### config.mk
export PLATFORM = sky130hd
export DESIGN_NAME = shifter_pipe_flat
export DESIGN_NICKNAME = d
export VERILOG_FILES = /design/src/rtl/shifter_pipe_if.sv /design/src/rtl/shifter_pipe.sv /design/src/flat_wrapper.sv
export SDC_FILE = /design/constraint.sdc
export NUM_CORES = 1
export LEC_CHECK = 0
export ABC_CLOCK_PERIOD_IN_PS = 10250
export CORE_MARGIN = 2
export CORE_UTILIZATION = 59
export CTS_CLUSTER_DIAMETER = 200
export DETAILED_ROUTE_END_ITERATION = 16
export PLACE_DENSITY_LB_ADDON = 0.2
export SLEW_MARGIN = 20
export SYNTH_ARGS = -nofsm -noshare
export SYNTH_HDL_FRONTEND = slang
export SYNTH_SLANG_ARGS = --single-unit
### constraint.sdc
create_clock -name i_clk -period 10.25 [get_ports i_clk]
set_input_delay 2.05 -clock i_clk [delete_from_list [all_inputs] [get_ports i_clk]]
set_output_delay 2.05 -clock i_clk [all_outputs]
set_load 0.005 [all_outputs]
### src/rtl/shifter_pipe_if.sv
// Handshake bundle for shifter_pipe: operand/tag request side and result side.
// The slave modport is the shifter's view; the master modport is the requester's.
interface shifter_pipe_if #(
  parameter int WIDTH = 32,
  parameter int TAG_W = 4
);
  logic             i_valid;
  logic             o_ready;
  logic [2:0]       i_sel;
  logic [WIDTH-1:0] i_shifter_a;
  logic [WIDTH-1:0] i_shifter_b;
  logic [TAG_W-1:0] i_tag;
  logic             o_valid;
  logic             i_ready;
  logic [WIDTH-1:0] o_data;
  logic [TAG_W-1:0] o_tag;

  modport slave (
    input  i_valid, i_sel, i_shifter_a, i_shifter_b, i_tag, i_ready,
    output o_ready, o_valid, o_data, o_tag
  );

  modport master (
    output i_valid, i_sel, i_shifter_a, i_shifter_b, i_tag, i_ready,
    input  o_ready, o_valid, o_data, o_tag
  );
endinterface

### src/rtl/shifter_pipe.sv
// Fully pipelined barrel shifter: stage k conditionally shifts/rotates by 2^k,
// with per-stage valid/ready backpressure, a sideband tag, and a synchronous flush.
module shifter_pipe #(
  parameter int WIDTH = 32,
  parameter int SHW   = $clog2(WIDTH),
  parameter int TAG_W = 4
) (
  input  logic           i_clk,
  input  logic           i_rst,
  input  logic           i_flush,
  shifter_pipe_if.slave  bus
);

  typedef enum logic [2:0] {
    MODE_SLL = 3'b000,
    MODE_SRL = 3'b001,
    MODE_SRA = 3'b010,
    MODE_ROL = 3'b011,
    MODE_ROR = 3'b100
  } mode_e;

  typedef struct packed {
    logic [WIDTH-1:0] data;
    logic [2:0]       mode;
    logic [SHW-1:0]   amt;
    logic             sign;
    logic [TAG_W-1:0] tag;
  } stage_t;

  stage_t         stage_q [SHW];
  logic [SHW-1:0] stage_valid;
  logic [SHW-1:0] stage_ready;
  logic           accept;

  function automatic logic [WIDTH-1:0] shift_step(
    input logic [WIDTH-1:0] d,
    input logic [2:0]       mode,
    input logic             sign,
    input int               amt
  );
    logic [WIDTH-1:0] r;
    case (mode)
      MODE_SLL: r = d << amt;
      MODE_SRL: r = d >> amt;
      MODE_SRA: r = sign ? ((d >> amt) | ~({WIDTH{1'b1}} >> amt)) : (d >> amt);
      MODE_ROL: r = (d << amt) | (d >> (WIDTH - amt));
      MODE_ROR: r = (d >> amt) | (d << (WIDTH - amt));
      default:  r = '0;
    endcase
    return r;
  endfunction

  // A stage may load when it is empty or when something ahead of it will move,
  // which collapses the ready chain into a running OR from the output backwards.
  always_comb begin : ready_chain
    logic r;
    stage_ready = '0;
    r = bus.i_ready;
    for (int k = SHW - 1; k >= 0; k--) begin
      r = r | ~stage_valid[k];
      stage_ready[k] = r;
    end
  end

  assign bus.o_ready = stage_ready[0] & ~i_flush & ~i_rst;
  assign accept      = bus.i_valid & bus.o_ready;

  for (genvar k = 0; k < SHW; k++) begin : g_stage
    localparam int STEP = 1 << k;

    stage_t in_s;
    stage_t nxt_s;
    stage_t q_s;
    logic   in_v;
    logic   q_v;

    if (k == 0) begin : g_head
      assign in_v       = accept;
      assign in_s.data  = (bus.i_sel > 3'd4) ? '0 : bus.i_shifter_a;
      assign in_s.mode  = bus.i_sel;
      assign in_s.amt   = bus.i_shifter_b[SHW-1:0];
      assign in_s.sign  = bus.i_shifter_a[WIDTH-1];
      assign in_s.tag   = bus.i_tag;
    end else begin : g_body
      assign in_v = stage_valid[k-1];
      assign in_s = stage_q[k-1];
    end

    always_comb begin
      nxt_s      = in_s;
      nxt_s.data = in_s.amt[k] ? shift_step(in_s.data, in_s.mode, in_s.sign, STEP) : in_s.data;
    end

    // Flush only drops valids; payload is don't-care once its valid is gone.
    always_ff @(posedge i_clk or posedge i_rst) begin
      if (i_rst) begin
        q_v <= 1'b0;
        q_s <= '0;
      end else if (i_flush) begin
        q_v <= 1'b0;
      end else if (stage_ready[k]) begin
        q_v <= in_v;
        if (in_v) begin
          q_s <= nxt_s;
        end
      end
    end

    assign stage_valid[k] = q_v;
    assign stage_q[k]     = q_s;
  end

  assign bus.o_valid = stage_valid[SHW-1];
  assign bus.o_data  = stage_q[SHW-1].data;
  assign bus.o_tag   = stage_q[SHW-1].tag;

  logic unused_bits;
  assign unused_bits = ^{bus.i_shifter_b[WIDTH-1:SHW], stage_q[SHW-1].mode,
                         stage_q[SHW-1].amt, stage_q[SHW-1].sign};

endmodule

### src/flat_wrapper.sv
// flat-port wrapper written by rule: the top's interface ports become plain ports
module shifter_pipe_flat 
#(
  parameter int WIDTH = 32,
  parameter int SHW   = $clog2(WIDTH),
  parameter int TAG_W = 4
)
  (i_clk, i_rst, i_flush, bus_i_valid, bus_i_sel, bus_i_shifter_a, bus_i_shifter_b, bus_i_tag, bus_i_ready, bus_o_ready, bus_o_valid, bus_o_data, bus_o_tag);
  shifter_pipe_if #(.WIDTH(WIDTH), .TAG_W(TAG_W)) bus_i ();
  input  logic i_clk;
  input  logic i_rst;
  input  logic i_flush;
  input wire logic [$bits(bus_i.i_valid)-1:0] bus_i_valid;
  input wire logic [$bits(bus_i.i_sel)-1:0] bus_i_sel;
  input wire logic [$bits(bus_i.i_shifter_a)-1:0] bus_i_shifter_a;
  input wire logic [$bits(bus_i.i_shifter_b)-1:0] bus_i_shifter_b;
  input wire logic [$bits(bus_i.i_tag)-1:0] bus_i_tag;
  input wire logic [$bits(bus_i.i_ready)-1:0] bus_i_ready;
  output wire logic [$bits(bus_i.o_ready)-1:0] bus_o_ready;
  output wire logic [$bits(bus_i.o_valid)-1:0] bus_o_valid;
  output wire logic [$bits(bus_i.o_data)-1:0] bus_o_data;
  output wire logic [$bits(bus_i.o_tag)-1:0] bus_o_tag;
  assign bus_i.i_valid = bus_i_valid;
  assign bus_i.i_sel = bus_i_sel;
  assign bus_i.i_shifter_a = bus_i_shifter_a;
  assign bus_i.i_shifter_b = bus_i_shifter_b;
  assign bus_i.i_tag = bus_i_tag;
  assign bus_i.i_ready = bus_i_ready;
  assign bus_o_ready = bus_i.o_ready;
  assign bus_o_valid = bus_i.o_valid;
  assign bus_o_data = bus_i.o_data;
  assign bus_o_tag = bus_i.o_tag;
  shifter_pipe #(.WIDTH(WIDTH), .SHW(SHW), .TAG_W(TAG_W)) u_core (.i_clk(i_clk), .i_rst(i_rst), .i_flush(i_flush), .bus(bus_i));
endmodule
==> summary.md, run 1 <==
| Metric | Value |
|---|---|
| Mapped Cells | `1529` |
| # fillers | `1851` |
| Worst setup margin | `4.31 ns` |
| CP Class | `primary input to output pin` |
| WL final | `31.8 mm` |
| Initial Util | `59.5%` |
| DR iter-0 viols | `748` |
| # DRC | `0` |
| Worst slew pin tran | `1.14 ns` |
| Seq. cell area | `0.00528 mm²` |
| Worst setup EP type | `output pin` |
| Synth warnings | `0` |
| Vias per cell | `6.32` |
| Clk buf depth | `3` |
| First-pass GRT wire length | `53.3 mm` |
| Register area share after synthesis | `41.1%` |
| Final core utilization | `66.3%` |
| Die W | `152 µm` |
| Syn nets | `1605` |
| Drt pass-1 iters | `5` |
| # diodes | `0` |
| Final max-slew violation count | `0` |
| Ys async rst share | `100%` |
| Clk root buf | `clkbuf_16` |
| Core area | `0.0216 mm²` |
| Worst R2R Setup Slack | `7.80 ns` |
| Leakage | `6.35 nW` |
| MaxCap Viol Count | `0` |
| Post-cts resize count | `0` |
| Count leader, synth | `nand2_1` |
| CP Launch Type | `primary input` |
| CP Max Fanout | `9` |
| Initial antenna violation count | `0` |
| H-tree levels | `1` |
| Final HPWL DP | `20.6 mm` |
| Total track usage | `27.8%` |
| Die Y | `152 µm` |
| Clock Latency Late Sink | `0.50 ns` |
| Vias in the first global route | `10600` |
| Setup Skew | `0.00746 ns` |
| Area contributors post-synth | `dfrtp_1, nand2_1, mux2i_1` |
| Synthesized area | `0.0129 mm²` |
| WHS | `0.460 ns` |
| Top cell type's share of synthesized area | `41.1%` |
| Top cells by count, synth | `nand2_1, dfrtp_1, o21ai_0` |
| Port buffer count | `86` |
| Global route total overflow | `0` |
| Worst-path clk slew | `0.06 ns` |
| Status | `completed` |
| Post-Synthesis Mean Instance Area | `8.41 µm²` |
| Minimum clock period | `5.94 ns` |
| Nets | `1589` |
| Min-delay worst type | `register to register` |
| Vias | `11400` |
| Worst r2r path cells | `5` |
| Data required, critical path | `8.20 ns` |
| Relative slew slack | `23.9%` |
| Max Freq | `168 MHz` |
| TNS Setup | `0 ns` |
| Register bit total from synthesis | `211` |
| CTS tree | `done` |
| Setup violators final | `0` |
| EDFF count, synth | `0` |
| Peak VDD IR | `0.121 mV` |
| Clock Sinks | `211` |
| CTS Hold Bufs | `0` |
| Largest area contributor in the netlist | `dfrtp_1` |
| Antenna Violating Nets Remaining | `0` |
| RR Endpoint | `u_core.g_stage[3].q_s[28]` |
| Post CTS Setup Buffer Count | `0` |
| Die ar. | `0.0230 mm²` |
| Post-route clock period utilization | `57.9%` |
| Avg WL per Cell | `17.6 µm` |
| Most common flop cell mapped by yosys | `dfrtp_1` |
| Setup crit start | `bus_i_ready` |
| Unrepaired setup endpoints after global routing | `no` |
| Final hold vios | `0` |
| Site row count | `54` |
| Non-filler cells, final | `1807` |
| Arr. time, crit path | `3.89 ns` |
| Dpl cells | `1769` |
| Dpl ws | `4.34 ns` |
| Largest net degree at the start of global routing | `144` |
| Number of I/O pins | `114` |
| PD cells | `198 mW/mm²` |
| Final Wtd Congestion | `0.846` |
| Area occupied by multi-input gates | `0.00695 mm²` |
| Crit path to | `bus_o_ready` |
| Share of layout cells above drive strength 1 | `6.81%` |
| Area Overhead vs Synth | `11.4%` |
| Count of different cell masters after synthesis | `63` |
| Inserted Clock Buffers | `22` |
| Worst reg2reg startpoint | `u_core.g_stage[2].q_s[10]` |
[how the worst min path moves through the flow]
stage                               endpoint  cells after the start                     start
global placement    u_core.g_stage[1].q_s[3]                      2  u_core.g_stage[0].q_s[3]
floorplan                u_core.bus.o_tag[0]                      2  u_core.g_stage[3].q_s[0]
global route        u_core.g_stage[2].q_s[1]                      2  u_core.g_stage[1].q_s[1]
finish              u_core.g_stage[1].q_s[2]                      2  u_core.g_stage[0].q_s[2]
CTS                 u_core.g_stage[2].q_s[0]                      2  u_core.g_stage[1].q_s[0]
detailed placement  u_core.g_stage[1].q_s[8]                      2  u_core.g_stage[0].q_s[8]
[power breakdown]
group / total [W] / internal (W) / leakage (nW) / switching [W]
Combinational: 0.000777 / 0.000358 / 3.31 / 0.000419
Sequential: 0.00129 / 0.00102 / 2.70 / 0.000272
Clock: 0.000766 / 0.000452 / 0.345 / 0.000314
Total: 0.00283 / 0.00183 / 6.35 / 0.00100
[through the flow]
step                instance area, µm²  total power [W]
global route                     14300          0.00300
global placement                 13600          0.00203
detailed placement               13600          0.00206
finish                           14300          0.00283
floorplan                        12900          0.00181
CTS                              14300          0.00284
[state kept, by name (all words and copies together), names as in the netlist]
| signal | cells |
|---|---|
| u_core.bus.o_valid | 1 |
| u_core.bus.o_tag | 4 |
| u_core.g_stage.q_s | 170 |
| u_core.g_stage.q_v | 4 |
| u_core.bus.o_data | 32 |
[kinds of logic (layout without fill, tap and decap cells)]
| logic type | after synthesis | count (layout) | share of synthesized area [%] |
|---|---|---|---|
| and+or+nand+nor | 583 | 583 | 18.9 |
| AOI/OAI and AO/OA | 481 | 481 | 27.0 |
| DFF | 211 | 211 | 41.1 |
| buffers and inverters | 158 | 156 | 5.27 |
| muxes | 91 | 91 | 7.27 |
| xor gates and xnor gates | 5 | 5 | 0.545 |
[layer usage]
metal  up-vias  part of all wire [%]  global-route usage, %
met1      5515                    44                   38.2
met3        67                   4.8                   3.38
met4         0                   3.3                   9.91
li1       5475                     -                      -
met5         -                     0                      0
met2       358                    48                   45.7
[placed cells by master (no fill, tap or decap), drive strengths merged, types with 3 or more instances in the layout]
cell type      instances
nand2                366
dfrtp                211
o21ai                162
nor2                 115
clkdlybuf4s50         82
mux2i                 72
nor3                  61
o211a                 53
clkbuf                35
a21oi                 34
o2111a                28
a211oi                28
a32oi                 27
buf                   27
a21boi                25
o21bai                25
o31ai                 23
a22oi                 20
mux2                  19
a221oi                16
o211ai                11
a22o                  11
inv                    7
or3b                   7
nand3                  6
nor3b                  6
clkinv                 5
nand2b                 4
nor2b                  3
nand3b                 3
a31oi                  3
a311oi                 3
xor2                   3
[final cells by class]
| cell class | instances | area share [%] |
|---|---|---|
| Tap cell | 280 | 2.44 |
| Sequential cell | 211 | 36.8 |
| Clock inverter | 3 | 0.105 |
| Timing Repair Buffer | 109 | 7.09 |
| Multi-Input combinational cell | 1160 | 48.5 |
| Clock buffer | 35 | 4.75 |
| Inverter | 9 | 0.288 |
[worst max-delay path: stages]
cell	delay, ns
clkdlybuf4s50_1	0.43
and4b_1	0.60
nand3_1	0.16
nor3b_1	0.17
clkdlybuf4s50_1	0.47
Power figures use the tool's default switching activity.
==> run 2: changes to the inputs <==
--- a/config.mk
+++ b/config.mk
@@ -5,7 +5,7 @@
 export SDC_FILE = /design/constraint.sdc
 export NUM_CORES = 1
 export LEC_CHECK = 0
-export ABC_CLOCK_PERIOD_IN_PS = 10250
+export ABC_CLOCK_PERIOD_IN_PS = 5720
 export CORE_MARGIN = 2
 export CORE_UTILIZATION = 59
 export CTS_CLUSTER_DIAMETER = 200
==> constraint.sdc (replaced) <==
create_clock -name i_clk -period 5.72 [get_ports i_clk]
set_input_delay 1.144 -clock i_clk [delete_from_list [all_inputs] [get_ports i_clk]]
set_output_delay 1.144 -clock i_clk [all_outputs]
set_load 0.005 [all_outputs]
==> run 2 against run 1 <==
  * Flip-flop and latch count is the same
  * Combinational power grew 83%
  * Wire length shrank 1.3%
  * Register-to-register slack lost 4.5 ns
  * Sequential power grew 78%
  * Power grew 80%
  * Die area is the same
  * Global-route usage shrank 0.19 points
==> summary.md, run 2 (synthesized netlist as in run 1, its figures left out) <==
| Metric | Value |
|---|---|
| Status | `completed` |
| Final Wtd Congestion | `0.875 (+3.3%)` |
| Commonest non-fill, non-tap cell in the layout | `nand2_1` |
| Core area | `0.0216 mm² (unchanged)` |
| # fillers | `1801 (-2.7%)` |
| Worst reg2reg startpoint | `u_core.g_stage[3].q_s[9]` |
| Clk root buf | `clkbuf_16` |
| Final hold vios | `0 (unchanged)` |
| CP cell instances | `clkdlybuf4s50_1 -> and4b_1 -> nand3_1 -> nor3b_1 -> clkdlybuf4s50_1` |
| Peak VDD IR | `0.168 mV (+39%)` |
| Post-cts resize count | `0 (unchanged)` |
| DR iter-0 viols | `719 (-3.9%)` |
| Worst-path clk slew | `0.06 ns (about the same)` |
| Share of layout cells above drive strength 1 | `7.12% (+0.31 points)` |
| CP Max Fanout | `9 (unchanged)` |
| Global route total overflow | `0 (unchanged)` |
| Inserted Clock Buffers | `22 (unchanged)` |
| Initial antenna violation count | `0 (unchanged)` |
| Clk buf depth | `3 (unchanged)` |
| Worst R2R Setup Slack | `3.32 ns (-4.48 ns)` |
| Worst r2r path cells | `5 (unchanged)` |
| Crit path to | `bus_o_ready` |
| CTS Hold Bufs | `0 (unchanged)` |
| Relative slew slack | `30.0% (+6.1 points)` |
| Max Freq | `244 MHz` |
| RR Endpoint | `u_core.bus.o_data[0]` |
| Die Y | `152 µm (unchanged)` |
| H-tree levels | `1 (unchanged)` |
| Max FFs per register | `170 (unchanged)` |
| Total track usage | `27.6% (-0.19 points)` |
| # DRC | `0 (unchanged)` |
| Die ar. | `0.0230 mm² (unchanged)` |
| Vias | `11400 (-0.41%)` |
| CTS tree | `done` |
| Die W | `152 µm (unchanged)` |
| Commonest non-fill, non-tap cells in the layout | `nand2_1, dfrtp_1, o21ai_0` |
| Port buffer count | `86 (unchanged)` |
| Site row count | `54 (unchanged)` |
| Vias in the first global route | `10400 (-2.2%)` |
| Clock Sinks | `211 (unchanged)` |
| First-pass GRT wire length | `52.5 mm (-1.4%)` |
| Arr. time, crit path | `2.96 ns (-0.93 ns)` |
| # diodes | `0 (unchanged)` |
| Avg WL per Cell | `17.4 µm (-1.4%)` |
| Final HPWL DP | `20.5 mm (-0.49%)` |
| Number of I/O pins | `114 (unchanged)` |
| CP max stage cell | `and4b_1` |
| MaxCap Viol Count | `0 (unchanged)` |
| Worst path max stage delay | `0.59 ns (about the same)` |
| Buf+Inv Stages, Crit Path | `2 (unchanged)` |
| Largest register by flop count | `u_core.g_stage.q_s` |
| Post CTS Setup Buffer Count | `0 (unchanged)` |
| Worst setup EP type | `output pin` |
| Final core utilization | `66.6% (+0.34 points)` |
| Most frequent CP cell | `clkdlybuf4s50_1` |
| Largest net degree at the start of global routing | `136 (-5.6%)` |
| Minimum clock period | `4.11 ns` |
| Drt pass-1 iters | `8 (+3)` |
| PD cells | `355 mW/mm² (+79%)` |
| TNS Setup | `0 ns (unchanged)` |
| WL final | `31.4 mm (-1.3%)` |
| Clock Latency Late Sink | `0.52 ns (+0.02 ns)` |
| Min-Delay Startpoint | `u_core.g_stage[3].q_s[0]` |
| CP Launch Type | `primary input` |
| Final max-slew violation count | `0 (unchanged)` |
| Critical path depth | `5 (unchanged)` |
| Setup crit start | `bus_i_ready` |
| Worst slew pin tran | `1.05 ns (-0.0898 ns)` |
| Unrepaired setup endpoints after global routing | `no` |
| Setup violators final | `0 (unchanged)` |
| Data required, critical path | `4.58 ns (-3.62 ns)` |
| Post-route clock period utilization | `71.8%` |
| Area Overhead vs Synth | `12.0%` |
| Nets | `1593 (+0.25%)` |
| Initial Util | `59.5% (unchanged)` |
| Setup Skew | `0.0130 ns (+0.00558 ns)` |
| Antenna Violating Nets Remaining | `0 (unchanged)` |
| CP Class | `primary input to output pin` |
| Vias per cell | `6.28 (-0.58%)` |
| Top delay family on crit path | `simple AND/OR/NAND/NOR gates` |
| Min-delay worst type | `register to register` |
| Leakage | `6.38 nW (+0.52%)` |
==> run 2: changes by cell type in the layout (fill, tap and decap cells not counted), sizes merged <==
cell      change
inv           -1
clkinvlp      +1
clkinv        -1
buf           +4
==> run 2: through the flow <==
step	instance area, µm²	power [W]	worst slack (ns)	hold slack (ns)	cells
6_report	14400	0.00511	1.61	0.466	1810
3_5_place_dp	13700	0.00369	1.62	0.452	1772
2_1_floorplan	12900	0.00324	1.83	0.433	1529
5_1_grt	14400	0.00542	1.50	0.492	1810
4_1_cts	14400	0.00510	1.62	0.470	1809
3_3_place_gp	13700	0.00364	1.65	0.447	1772
==> run 2: cell type report <==
type / count / area (µm²) / area share [%]
multi-input combinational: 1160 / 6950 / 48.3
sequential: 211 / 5280 / 36.7
timing repair buffer: 113 / 1080 / 7.47
clock buffer: 35 / 689 / 4.79
tap: 280 / 350 / 2.43
inverter: 9 / 37.5 / 0.261
clock inverter: 2 / 21.3 / 0.148
==> run 2: per-layer routing <==
metal,part of all wire (%),track usage [%]
met1,44,37.8
met2,49,46.5
met3,5.3,3.23
met4,2.4,8.19
met5,0,0
==> run 2: worst min-delay path by stage <==
stage	to	depth (start not counted)
after floorplan	u_core.bus.o_tag[0]	2
after global placement	u_core.bus.o_tag[0]	2
after detailed placement	u_core.g_stage[1].q_s[7]	2
final	u_core.bus.o_tag[0]	2
after global routing	u_core.bus.o_tag[2]	2
after CTS	u_core.bus.o_tag[0]	2
==> run 2: power breakdown <==
group / switching [W] / internal, W
Combinational: 0.000764 / 0.000656
Clock: 0.000576 / 0.000821
Sequential: 0.000468 / 0.00183
==> run 2: tightest hold or removal path, stage by stage (launching register included) <==
cell,delay (ns)
dfrtp_1,0.34
nand2_1,0.05
nand2_1,0.05
==> run 3: changes to the inputs <==
--- a/config.mk
+++ b/config.mk
@@ -5,7 +5,7 @@
 export SDC_FILE = /design/constraint.sdc
 export NUM_CORES = 1
 export LEC_CHECK = 0
-export ABC_CLOCK_PERIOD_IN_PS = 5720
+export ABC_CLOCK_PERIOD_IN_PS = 4000
 export CORE_MARGIN = 2
 export CORE_UTILIZATION = 59
 export CTS_CLUSTER_DIAMETER = 200
==> constraint.sdc (replaced) <==
create_clock -name i_clk -period 4 [get_ports i_clk]
set_input_delay 0.8 -clock i_clk [delete_from_list [all_inputs] [get_ports i_clk]]
set_output_delay 0.8 -clock i_clk [all_outputs]
set_load 0.005 [all_outputs]
==> run 3 against run 2 <==
  * Non-clock buffer count increased by 10
  * Global-route usage decreased by 0.059 points
  * Via count increased by 0.74%
  * Power increased by 44%
  * Register-to-register slack got worse by 1.9 ns
  * Hold slack got worse by 0.0038 ns
  * First-iteration DRC count decreased by 1.8%
  * Largest cell class unchanged
  * Critical path depth unchanged
  * Clock power increased by 44%
  * Setup slack got worse by 0.98 ns
  * Cell count increased by 0.61%
==> summary.md, run 3 (synthesized netlist as in run 1, its figures left out) <==
| Metric | Value |
|---|---|
| Status | `completed` |
| Initial antenna violation count | `0 (unchanged)` |
| Die Y | `152 µm (unchanged)` |
| Setup Skew | `0.00760 ns (-0.00544 ns)` |
| Arr. time, crit path | `2.57 ns (-0.39 ns)` |
| Number of I/O pins | `114 (unchanged)` |
| Final max-slew violation count | `0 (unchanged)` |
| WHS | `0.462 ns (-0.00381 ns)` |
| First-pass GRT wire length | `52.7 mm (+0.25%)` |
| Max Freq | `297 MHz` |
| CP cell instances | `clkdlybuf4s50_1 -> and4b_1 -> nand3_1 -> nor3b_1 -> clkdlybuf4s50_1` |
| Post CTS Setup Buffer Count | `0 (unchanged)` |
| Final Wtd Congestion | `0.857 (-2.0%)` |
| Site row count | `54 (unchanged)` |
| Post-route clock period utilization | `84.3%` |
| Final hold vios | `0 (unchanged)` |
| Share of layout cells above drive strength 1 | `7.66% (+0.53 points)` |
| Max FFs per register | `170 (unchanged)` |
| Worst R2R Setup Slack | `1.46 ns (-1.86 ns)` |
| Area occupied by multi-input gates | `0.00695 mm² (unchanged)` |
| Total track usage | `27.6% (-0.059 points)` |
| Antenna Violating Nets Remaining | `0 (unchanged)` |
| Commonest non-fill, non-tap cells in the layout | `nand2_1, dfrtp_1, o21ai_0` |
| Global route total overflow | `0 (unchanged)` |
| Peak VDD IR | `0.328 mV (+95%)` |
| Final core utilization | `67.1% (+0.49 points)` |
| # DRC | `0 (unchanged)` |
| CP max stage cell | `and4b_1` |
| CP Launch Type | `primary input` |
| MaxCap Viol Count | `0 (unchanged)` |
| Min-delay worst type | `register to register` |
| Initial Util | `59.5% (unchanged)` |
| Clock Latency Late Sink | `0.51 ns (about the same)` |
| Port buffer count | `86 (unchanged)` |
| DR iter-0 viols | `706 (-1.8%)` |
| Largest register by flop count | `u_core.g_stage.q_s` |
| Largest net degree at the start of global routing | `79 (-42%)` |
| Data required, critical path | `3.20 ns (-1.38 ns)` |
| CTS tree | `done` |
| Area Overhead vs Synth | `12.8%` |
| Worst setup EP type | `output pin` |
| Relative slew slack | `29.8% (-0.22 points)` |
| Clock Sinks | `211 (unchanged)` |
| # diodes | `0 (unchanged)` |
| Clk buf depth | `3 (unchanged)` |
| Clk root buf | `clkbuf_16` |
| Vias per cell | `6.29 (+0.13%)` |
| Avg WL per Cell | `17.5 µm (+0.86%)` |
| Vias | `11500 (+0.74%)` |
| CP Max Fanout | `9 (unchanged)` |
| Leakage | `6.44 nW (+0.82%)` |
| Worst-path clk slew | `0.06 ns (about the same)` |
| WL final | `31.9 mm (+1.5%)` |
| # fillers | `1851 (+2.8%)` |
| Inserted Clock Buffers | `22 (unchanged)` |
| Worst path max stage delay | `0.58 ns (about the same)` |
| Minimum clock period | `3.37 ns` |
| Commonest non-fill, non-tap cell in the layout | `nand2_1` |
| CP Class | `primary input to output pin` |
| CTS Hold Bufs | `0 (unchanged)` |
| Die ar. | `0.0230 mm² (unchanged)` |
| H-tree levels | `1 (unchanged)` |
| Post-cts resize count | `0 (unchanged)` |
| Die W | `152 µm (unchanged)` |
| Most frequent CP cell | `clkdlybuf4s50_1` |
| Drt pass-1 iters | `7 (-1)` |
| Seq. cell area | `0.00528 mm² (unchanged)` |
| PD cells | `506 mW/mm² (+42%)` |
| Core area | `0.0216 mm² (unchanged)` |
| Worst slew pin tran | `1.05 ns (+0.00213 ns)` |
| TNS Setup | `0 ns (unchanged)` |
| Unrepaired setup endpoints after global routing | `no` |
| Setup violators final | `0 (unchanged)` |
| Nets | `1603 (+0.63%)` |
| Vias in the first global route | `10400 (+0.18%)` |
| Final HPWL DP | `21.4 mm (+4.3%)` |
==> run 3: cell type report <==
class / instances / share of cell area, %
Timing Repair Buffer: 123 / 8.10
Inverter: 9 / 0.259
Multi-Input combinational cell: 1160 / 47.9
Clock inverter: 1 / 0.0517
Tap cell: 280 / 2.41
Clock buffer: 37 / 4.88
Sequential cell: 211 / 36.4
==> run 3: critical path: cells and delay by family <==
| kind | cells | cell delay [ns] |
|---|---|---|
| buffers and inverters | 2 | 0.86 |
| AND/OR/NAND/NOR | 3 | 0.91 |
==> run 3: final timing paths <==
check,startpoint,endpoint,cells after the start
worst max-delay path,bus_i_ready,bus_o_ready,5
worst min-delay path,u_core.g_stage[3].q_s[3],u_core.bus.o_tag[3],2
worst max register to register,u_core.g_stage[3].q_s[9],u_core.bus.o_data[0],5
worst min register to register,u_core.g_stage[3].q_s[3],u_core.bus.o_tag[3],2
max in group asynchronous,i_rst,u_core.g_stage[1].q_s[12],3
min in group asynchronous,i_rst,u_core.g_stage[2].q_s[33],2
==> run 3: layer usage <==
| metal | routed length (µm) | track usage [%] | part of all wire [%] | vias to the layer above |
|---|---|---|---|---|
| met3 | 1360 | 2.60 | 4.3 | 65 |
| met1 | 14000 | 37.8 | 44 | 5568 |
| met4 | 746 | 7.87 | 2.3 | 0 |
| li1 | - | - | - | 5493 |
| met5 | 0 | 0 | 0 | - |
| met2 | 15800 | 46.8 | 49 | 326 |
==> run 3: report_power, final <==
part           total, W  switching, W  internal (W)
Combinational   0.00203       0.00108      0.000947
Sequential      0.00330      0.000687       0.00261
Clock           0.00201      0.000813       0.00120
Total           0.00734       0.00258       0.00476
==> run 3: metrics by stage <==
| stage | std cells | cell area, µm² | total power [W] | worst slack, ns |
|---|---|---|---|---|
| 6_report | 1821 | 14500 | 0.00734 | 0.630 |
| 5_1_grt | 1821 | 14500 | 0.00776 | 0.459 |
| 4_1_cts | 1820 | 14500 | 0.00732 | 0.621 |
| 3_5_place_dp | 1782 | 13800 | 0.00530 | 0.643 |
| 3_3_place_gp | 1782 | 13800 | 0.00521 | 0.655 |
| 2_1_floorplan | 1529 | 12900 | 0.00464 | 0.458 |
